File: src/rtl/step_phase_monitor.sv
// Debounces the 4-bit full-step phase bus and tracks step, direction, position, motion and sequence errors.
// Define STEP_MON_SYNC_EN to put a 2-flop synchronizer in front of the debounce filter.
module step_phase_monitor #(
    parameter int STABLE_CYCLES = 4,
    parameter int POS_W         = 16,
    parameter int TIMEOUT       = 1000
) (
    input  logic             clk,
    input  logic             rst,
    input  logic [3:0]       signal_i,
    input  logic             clear_i,
    output logic             step_o,
    output logic             dir_o,
    output logic [POS_W-1:0] pos_o,
    output logic             moving_o,
    output logic             energized_o,
    output logic             err_o,
    output logic [7:0]       err_cnt_o
);

    localparam int CNT_W = $clog2(STABLE_CYCLES + 1);
    localparam int TMR_W = $clog2(TIMEOUT + 1);
    localparam logic [CNT_W-1:0] STABLE_C = CNT_W'(STABLE_CYCLES);
    localparam logic [CNT_W:0]   STABLE_V = (CNT_W + 1)'(STABLE_CYCLES);
    localparam logic [TMR_W-1:0] TMR_LAST = TMR_W'(TIMEOUT - 1);

    typedef enum logic [1:0] {S_OFF, S_HOLD, S_MOVE} state_t;

    state_t           state, state_next;
    logic [3:0]       sample, prev_sample, accepted;
    logic [CNT_W-1:0] run_cnt;
    logic [CNT_W:0]   run_now;
    logic             accept, legal, is_off;
    logic [1:0]       new_idx, phase, phase_next, delta;
    logic [TMR_W-1:0] timer, timer_next;
    logic             do_step, step_fwd, err_ev;

`ifdef STEP_MON_SYNC_EN
    logic [3:0] sync1, sync2;

    always_ff @(posedge clk) begin
        if (rst) begin
            sync1 <= '0;
            sync2 <= '0;
        end else begin
            sync1 <= signal_i;
            sync2 <= sync1;
        end
    end

    assign sample = sync2;
`else
    assign sample = signal_i;
`endif

    // run_cnt holds how many identical samples prev_sample has seen, saturating at STABLE_CYCLES.
    always_ff @(posedge clk) begin
        if (rst) begin
            prev_sample <= '0;
            run_cnt     <= '0;
        end else if (sample != prev_sample) begin
            prev_sample <= sample;
            run_cnt     <= CNT_W'(1);
        end else if (run_cnt != STABLE_C) begin
            run_cnt <= run_cnt + 1'b1;
        end
    end

    always_comb begin
        run_now = (sample == prev_sample) ? ({1'b0, run_cnt} + 1'b1) : (CNT_W + 1)'(1);
        accept  = (run_now >= STABLE_V) && (sample != accepted);
        legal   = 1'b1;
        new_idx = 2'd0;
        is_off  = (sample == 4'b0000);
        case (sample)
            4'b1001: new_idx = 2'd0;
            4'b1100: new_idx = 2'd1;
            4'b0110: new_idx = 2'd2;
            4'b0011: new_idx = 2'd3;
            default: legal = 1'b0;
        endcase
        delta = new_idx - phase;
    end

    always_ff @(posedge clk) begin
        if (rst) begin
            state <= S_OFF;
            phase <= 2'd0;
            timer <= '0;
        end else begin
            state <= state_next;
            phase <= phase_next;
            timer <= timer_next;
        end
    end

    always_comb begin
        state_next = state;
        phase_next = phase;
        timer_next = timer;
        do_step    = 1'b0;
        step_fwd   = 1'b0;
        err_ev     = 1'b0;
        case (state)
            S_OFF: begin
                if (accept && legal) begin
                    state_next = S_HOLD;
                    phase_next = new_idx;
                end else if (accept && !is_off) begin
                    err_ev = 1'b1;
                end
            end
            default: begin
                if (accept && legal) begin
                    phase_next = new_idx;
                    case (delta)
                        2'd1: begin do_step = 1'b1; step_fwd = 1'b1; end
                        2'd3: begin do_step = 1'b1; step_fwd = 1'b0; end
                        2'd2: err_ev = 1'b1;
                        default: ;
                    endcase
                    if (do_step) begin
                        state_next = S_MOVE;
                        timer_next = '0;
                    end
                end else if (accept) begin
                    state_next = S_OFF;
                    err_ev     = !is_off;
                end
                // A skip error leaves the motion timer running; only a real step reloads it.
                if (state == S_MOVE && !do_step && state_next == S_MOVE) begin
                    if (timer == TMR_LAST) state_next = S_HOLD;
                    else                   timer_next = timer + 1'b1;
                end
            end
        endcase
    end

    always_ff @(posedge clk) begin
        if (rst) begin
            accepted    <= '0;
            step_o      <= 1'b0;
            dir_o       <= 1'b0;
            pos_o       <= '0;
            moving_o    <= 1'b0;
            energized_o <= 1'b0;
            err_o       <= 1'b0;
            err_cnt_o   <= '0;
        end else begin
            if (accept) accepted <= sample;
            step_o      <= do_step;
            if (do_step) dir_o <= step_fwd;
            moving_o    <= (state_next == S_MOVE);
            energized_o <= (state_next != S_OFF);
            // clear_i takes priority over any step or error landing on the same edge.
            if (clear_i) begin
                pos_o     <= '0;
                err_o     <= 1'b0;
                err_cnt_o <= '0;
            end else begin
                if (do_step) pos_o <= step_fwd ? pos_o + 1'b1 : pos_o - 1'b1;
                if (err_ev) begin
                    err_o <= 1'b1;
                    if (err_cnt_o != 8'hFF) err_cnt_o <= err_cnt_o + 1'b1;
                end
            end
        end
    end

endmodule

File: config.mk
export PLATFORM = sky130hd
export DESIGN_NAME = step_phase_monitor
export DESIGN_NICKNAME = d
export VERILOG_FILES = /design/src/rtl/step_phase_monitor.sv
export SDC_FILE = /design/constraint.sdc
export NUM_CORES = 1
export LEC_CHECK = 0
export BUFFER_PORTS_ARGS = -buffer_cell sky130_fd_sc_hd__buf_2
export CAP_MARGIN = 5
export CORE_ASPECT_RATIO = 0.75
export CORE_MARGIN = 10
export CORE_UTILIZATION = 43
export DETAILED_ROUTE_END_ITERATION = 10
export GPL_ROUTABILITY_DRIVEN = 0
export MAX_ROUTING_LAYER = met4
export PLACE_DENSITY = 0.63
export SLEW_MARGIN = 10
export SYNTH_ARGS = -nofsm -noshare
export SYNTH_HDL_FRONTEND = slang
export SYNTH_SLANG_ARGS = --single-unit
export TNS_END_PERCENT = 1
File: constraint.sdc
create_clock -name clk -period 11.75 [get_ports clk]
set_input_delay 2.9375 -clock clk [delete_from_list [all_inputs] [get_ports clk]]
set_output_delay 2.9375 -clock clk [all_outputs]
set_load 0.1 [all_outputs]
### After elaboration in Yosys (flattened, before gate mapping)

Cells that the tools add are included.

* muxes and demuxes: 33
* eq/ne operators: 16
* $lt $le $gt $ge: 1
* reduce and logical (&&, ||, !) cells: 16
* $add $sub $neg: 7

Operator list (number)
* two-way mux 10 bit: 4
* two-way mux 1 bit: 18
* adder 16 x 1 -> 16 bit (second input constant): 1
* two-way mux 16 bit: 1
* two-way mux 2 bit: 8
* subtractor 16 x 1 -> 16 bit (second input constant): 1
* adder 10 x 1 -> 10 bit (second input constant): 1
* == test 10 bit (second input constant): 1
* == test 2 bit (second input constant): 5
* adder 8 x 1 -> 8 bit (second input constant): 1
* == test 4 bit (second input constant): 2
* != test 4 bit: 2
* != test 8 bit (second input constant): 1
* one-hot mux 2 bit (3 select lines): 1
* OR reduction 2 bit: 3
* logical AND 1 bit: 5
* adder 3 x 1 -> 4 bit (second input constant): 1
* == test 4 x 2 -> 1 bit (second input constant): 1
* == test 4 x 3 -> 1 bit (second input constant): 1
* == test 4 bit: 1
* >= comparator 4 x 3 -> 1 bit (second input constant): 1
* logical NOT 4 bit: 1
* two-way mux 4 bit: 1
* nonzero test 2 bit: 2
* 8 further kinds: 9

* word-level logic and storage cells: 87
* bits of input ports: 7
* register bits after elaboration: 54

### Logic depth before layout (Yosys ltp)

Gate-level depths: netlist of run 1.

* word-level depth: 16
* gate-level depth with buffers: 17
* depth with buffers taken out: 16

### Worst setup path after synthesis of run 1

Ideal clock, no wire load.

* kind: input port to flip-flop
* start: input signal_i[2]
* end: register pos_o[14]
* slack: 5.150 ns
* path buffers: 1
* cell stages on the path: 15
* arrival time: 6.480 ns
* cells stage by stage: buf_4 nand2_1 nor3_1 a31oi_1 ha_1 o21bai_1 nor3_2 nand2_1 ha_1 or3_1 or3_1 or3_1 a31oi_1 nor4_1 a211o_1

* word-level cells in the longest chain between the ends: 11

RTL lines
* start: declaration: line 10 `input logic [3:0] signal_i,`
* == test 4 x 2 -> 1 bit (tied with other cells): line 75 `case (sample)`
* one-hot mux 2 bit (3 select lines): line 75
* subtractor 2 bit: line 82 `delta = new_idx - phase;`
* == test 2 x 1 -> 1 bit or == test 2 bit (tied branches): line 116 `case (delta)`
* OR reduction 2 bit (no line)
* two-way mux 1 bit: line 116
* two-way mux 1 bit: line 114 `if (accept && legal) begin`
* two-way mux 1 bit: line 104 `case (state)`
* two-way mux 1 bit: line 114
* two-way mux 1 bit (2 in series): line 104
* end signal: assignment: line 161 `if (do_step) pos_o <= step_fwd ? pos_o + 1'b1 : pos_o - 1'b1;`
* end: declaration: line 14 `output logic [POS_W-1:0] pos_o,`

Several ways; a longest one is shown, not always the timed one. The select of a mux whose other input is x is not followed.
A chain may end at the register's enable or synchronous reset.

### Worst setup path after layout of run 1

Ends and elaborated chain as after synthesis.

==> results of run 1 <==
layer usage:
metal  part of all wire, %  wire, µm  vias to the layer above  global-route usage, %
met3                   5.4       427                        2                   3.13
met4                  0.31        25                        0                   2.87
met1                    56      4490                     1349                   21.6
li1                      -         -                     1523                      -
met2                    38      3030                       42                   17.9
met5                     0         0                        -                      -
state kept, by name, summed over array words and instances (netlist names), 2 cells and up:
signal       cells
prev_sample      4
state            2
timer           10
err_cnt_o        8
phase            2
pos_o           16
accepted         4
run_cnt          3
worst paths after layout:
check | start | end | slack [ns]
worst max register to register | run_cnt[0]$_SDFFE_PP0P_ | pos_o[14]$_SDFFE_PP0P_ | 6.88
worst min-delay path | dir_o$_SDFFE_PP0P_ | dir_o$_SDFFE_PP0P_ | 0.47
worst min register to register | dir_o$_SDFFE_PP0P_ | dir_o$_SDFFE_PP0P_ | 0.47
worst max-delay path | signal_i[2] | pos_o[14]$_SDFFE_PP0P_ | 4.16
worst max-delay path, delay by kind of cell:
family,cells,cell delay [ns]
AND/OR/NAND/NOR,8,2.90
buffers and inverters,1,0.21
AO/OA/AOI/OAI,4,0.86
adder cells (fa/ha/maj),2,0.88
stage by stage:
stage                     power [W]  hold WS [ns]
final                      0.000318         0.468
after floorplan            0.000207         0.443
after global placement     0.000211         0.452
after CTS                  0.000320         0.473
after detailed placement   0.000211         0.452
after global routing       0.000332         0.507
final cells by class:
type,instances,share of cell area [%]
sequential,54,29.2
tap,101,3.42
inverter,13,1.32
timing repair buffer,36,4.94
clock buffer,7,2.33
multi-input combinational,317,58.6
clock inverter,1,0.135
layout by cell type, fill, tap and decap left out, types with 7 or more instances in the layout:
master | netlist | routed
nand4_1 | 9 | 9
o21bai_1 | 7 | 7
nor2b_1 | 8 | 8
nor2_1 | 40 | 40
nand2_1 | 40 | 40
nor3_1 | 8 | 8
a21oi_1 | 33 | 33
o21ai_0 | 13 | 13
nor4_1 | 10 | 10
inv_1 | 13 | 13
mux2i_1 | 7 | 7
buf_2 | 1 | 35
xnor2_1 | 15 | 15
dfxtp_1 | 54 | 54
ha_1 | 22 | 22
o31ai_1 | 8 | 8
power by group:
group / leakage [nW] / internal [W] / switching (W)
Combinational: 1.01 / 0.00000747 / 0.0000143
Clock: 0.0482 / 0.0000478 / 0.0000634
Sequential: 0.436 / 0.000184 / 0.000000828
Total: 1.49 / 0.000239 / 0.0000786
cells by family after synthesis:
group / share of synthesized area (%)
buffers and inverters: 4.34
AND/OR/NAND/NOR: 24.3
flip-flops: 31.8
adder cells (fa/ha/maj): 8.69
XOR/XNOR: 7.81
multiplexers: 2.06
AO/OA/AOI/OAI: 21.0
==> qor.yml, run 1 <==
drt_iter0_markers: 163
wl_um: 7970
area_growth_pct: 8.87
nFillCells: 781
clock-sinks: 54
grt-ovfl-total: 0
drv_slew: 0
synth_area_leaders: "dfxtp_1, ha_1, a21oi_1, nand2_1, nor2_1"
setup_viol: 0
fin_crit_sh_pct: 64.6
nets: 457
rows: 27
antenna_cells: 0
hold_viol_final: 0
crit_slowest_cell: "nor3_2"
worst_slew_pin_slew_ns: 0.978
crit_type: "in -> reg"
path_common_cell: "or3_1"
ys_seq_elements: 54
peakVddDrop_mv: 0.0531
hold_depth: 2
setup_tns_ns: 0
die_h_um: 97.0
worstSkewPairLatency_ns: 0.31
p_leak_nw: 1.49
cpPeakStageDelay_ns: 0.76
regArea_um2: 1080
max-slew-margin-rel_pct: 34.6
syn_nets: 432
post-route-min-period_ns: 7.59
netlist_top_cells_count: "dfxtp_1, nand2_1, nor2_1"
core-area_um2: 7500
synth_flop_cell: "dfxtp_1"
drive_above_1_share_pct: 13.8
reg2reg_depth: 13
synth.distinct_cells: 64
cts_resized: 0
initial_core_util_pct: 45.3
cts_buffers: 5
worstPathMaxFanout: 19
seq_area_frac_synth_pct: 31.8
port_buffers: 35
grt_first_pass_wirelength_um: 14000
grt_max_degree: 29
cp-start-kind: "input pin"
final_area_um2: 3700
dieArea_um2: 11900
vias: 2916
placed_area_um2: 3610
fp.dieW_um: 123
postSynthCellCount: 402
routedWlPerCell_um: 15.1
crit_chain: "buf_2 -> nand2_1 -> nor3_1 -> a31oi_1 -> ha_1 -> o21bai_1 -> nor3_2 -> nand2_1 -> ha_1 -> or3_1 -> or3_1 -> or3_1 -> a31oi_1 -> nor4_1 -> a211o_1"
avgSynthCellArea_um2: 8.45
post_cts_buffers: 0
htreeDepth: 2
cts_tree: "yes"
grtUsageTotal_pct: 14.1
synth_edf_count: 0
grt_pass1_vias: 2815
fin_worst_skew_ns: 0.00468
post-place-ws_ns: 3.82
clk_pin_slew_ns: 0.10
cts_hold_buf: 0
multi_input_area_um2: 2170
endpoint_kind: "register"
yosysWarnings: 0
post-synth-top-count-cell: "dfxtp_1"
dp.cells: 521
power_density_nw_per_um2: 85.9
ant_nets: 0
yosysTopAreaCell: "dfxtp_1"
async_flop_share_pct: 0
max_cap_viol_count: 0
arrival_ns: 7.80
io_pins: 36
status: "completed"
yosysTopAreaCellShare_pct: 31.8
clockBufferDepth: 2
crit_required_ns: 11.96
cts_root_buf: "clkbuf_8"
rsz0062_at_grt: "false"
dr.pass1.iters: 4
antenna_found_initial: 0
dp.final_hpwl_um: 5890
setup_ws_ns: 4.16
fin_util_pct: 49.3
instances_no_fill: 529
syn_area_um2: 3400
vias_per_cell: 5.51
fmax_mhz: 132
drc_errors: 0
hold_path.class: "reg -> reg"
Power figures use the tool's default switching activity.
==> run 2, diff against run 1 <==
- ABC_AREA: default -> 1
- PLACE_DENSITY: 0.63 -> 0.66
- clock period: 11.75 -> 6.4 ns (I/O delays scaled with it)
==> run 2 against run 1 <==
Die area rose by 3.1%. Hold slack improved by 0.020 ns. Combinational power rose by 44%. Count of clock-buffer cells in the layout fell by 1. Sequential power rose by 83%. Largest power group unchanged. Register-to-register slack got worse by 4.1 ns. Largest cell class unchanged. Synthesized cell count rose by 31%. Area after synthesis rose by 3.9%. Global-route usage fell by 0.29 points. Non-clock buffer count did not move. Worst setup slack got worse by 2.5 ns.
==> qor.yml, run 2 <==
p_leak_nw: 1.97
ff2ff_setup_slack_ns: 2.79
grtUsageTotal_pct: 13.8
synth.distinct_cells: 34
nets: 591
post-place-ws_ns: 1.34
mostFrequentLayoutCells: "nand2_1, nor2_1, dfxtp_1"
netlist_top_cells_count: "nand2_1, nor2_1, dfxtp_1"
grt-ovfl-total: 0
nFillCells: 811
crit_required_ns: 6.62
clk_pin_slew_ns: 0.10
drt_iter0_markers: 240
syn_area_um2: 3530
cts_buffers: 5
fmax_mhz: 210
port_buffers: 35
vias_per_cell: 4.93
post-synth-top-count-cell: "nand2_1"
postSynthCellCount: 527
grt_pass1_vias: 2981
worst_slew_pin_slew_ns: 0.575
endpoint_kind: "register"
worstPathMaxFanout: 17
dieArea_um2: 12300
setup_viol: 0
ant_nets: 0
post_cts_buffers: 0
drive_above_1_share_pct: 11.7
async_flop_share_pct: 0
setup_ws_ns: 1.64
ys_seq_elements: 54
routedWlPerCell_um: 12.4
fp.dieW_um: 125
worstSkewPairLatency_ns: 0.32
post-route-min-period_ns: 4.76
final_common_cell: "nand2_1"
dp.final_hpwl_um: 6150
cts_hold_buf: 0
yosysWarnings: 0
fin_crit_sh_pct: 74.3
largest_reg_flops: 16
initial_core_util_pct: 44.4
seq_area_frac_synth_pct: 30.6
r2r-start: "run_cnt[0]$_SDFFE_PP0P_"
fin_worst_skew_ns: 0.00618
setup_tns_ns: 0
status: "completed"
vias: 3291
drv_slew: 0
wl_um: 8270
die_h_um: 98.5
htreeDepth: 2
regMostFlops: "pos_o"
synth_edf_count: 0
holdWs_ns: 0.488
avgSynthCellArea_um2: 6.70
area_growth_pct: 11.4
yosysTopAreaCell: "dfxtp_1"
reg2reg_depth: 20
antenna_found_initial: 0
yosysTopAreaCellShare_pct: 30.6
cp-startpoint: "signal_i[3]"
peakVddDrop_mv: 0.0861
r2r-end: "pos_o[14]$_SDFFE_PP0P_"
hold_path.class: "reg -> reg"
syn_nets: 557
rows: 28
rsz0062_at_grt: "false"
clock-sinks: 54
antenna_cells: 0
cp-start-kind: "input pin"
drc_errors: 0
clockBufferDepth: 2
cts_resized: 0
grt_first_pass_wirelength_um: 14100
arrival_ns: 4.98
core-area_um2: 7950
synth_flop_cell: "dfxtp_1"
max-slew-margin-rel_pct: 61.6
crit_type: "in -> reg"
instances_no_fill: 667
dp.cells: 659
io_pins: 36
hold_viol_final: 0
power_density_nw_per_um2: 168
cts_root_buf: "clkbuf_8"
top_regs: "pos_o (16), timer (10), err_cnt_o (8)"
max_cap_viol_count: 0
grt_max_degree: 18
dr.pass1.iters: 5
synth_area_leaders: "dfxtp_1, nand2_1, ha_1, nor2_1, nand3_1"
cp-endpoint: "pos_o[14]$_SDFFE_PP0P_"
cts_tree: "yes"
==> run 2: where the power goes <==
group | leakage (nW) | switching, W | internal [W]
logic | 1.47 | 0.0000222 | 0.00000921
registers | 0.436 | 0.00000106 | 0.000338
clock network | 0.0714 | 0.000123 | 0.000167
==> run 2: cell type report <==
type                            count  area [µm²]  share of cell area (%)
Timing Repair Buffer               36         183                    4.65
Sequential cell                    54        1080                    27.5
Clock inverter                      2        60.1                    1.53
Clock buffer                        6        82.6                    2.10
Tap cell                          105         131                    3.34
Inverter                           61         229                    5.82
Multi-Input combinational cell    403        2170                    55.1
==> run 2: routing by layer <==
metal	track usage [%]	part of all wire [%]	vias to the layer above
met1	18.8	54	1463
met4	4.38	1.1	0
met3	3.48	5.6	9
met2	19.4	39	70
met5	-	0	-
li1	-	-	1749
==> run 2: how the worst min path moves through the flow <==
stage	from	end	slack, ns	cells after the start
floorplan	phase[1]$_SDFFE_PP0P_	phase[1]$_SDFFE_PP0P_	0.46	2
global placement	err_o$_SDFFE_PP0P_	err_o$_SDFFE_PP0P_	0.47	2
detailed placement	err_o$_SDFFE_PP0P_	err_o$_SDFFE_PP0P_	0.46	2
CTS	err_o$_SDFFE_PP0P_	err_o$_SDFFE_PP0P_	0.49	2
global route	dir_o$_SDFFE_PP0P_	dir_o$_SDFFE_PP0P_	0.53	2
finish	err_o$_SDFFE_PP0P_	err_o$_SDFFE_PP0P_	0.49	2
==> run 2: stage by stage <==
step	total power [W]	utilization (%)	cell area (µm²)
2_1_floorplan	0.000369	-	3530
3_3_place_gp	0.000377	47.7	3790
3_5_place_dp	0.000378	47.7	3790
4_1_cts	0.000669	49.4	3930
5_1_grt	0.000686	49.4	3930
6_report	0.000660	49.4	3930
==> run 2: cells by family after synthesis <==
| kind of cell | after synthesis | synth area share, % |
|---|---|---|
| AOI/OAI and AO/OA | 63 | 9.11 |
| xor gates and xnor gates | 27 | 6.70 |
| adders and majority gates | 23 | 8.37 |
| buffers and inverters | 70 | 8.01 |
| DFF | 54 | 30.6 |
| and+or+nand+nor | 290 | 37.2 |
==> run 2: worst max-delay path: stages <==
cell and delay, ns:
buf_2 0.15, nor2_1 0.18, nand2_1 0.14, nand2_1 0.09, inv_1 0.06, ha_1 0.32
inv_1 0.17, nand3_4 0.23, nor2_1 0.21, inv_1 0.30, ha_1 0.48, nand2_1 0.10
o21ai_0 0.24, nor2_1 0.11, or2_2 0.29, nand2_1 0.07, nand2_1 0.05, a21oi_1 0.13
nor2_1 0.05
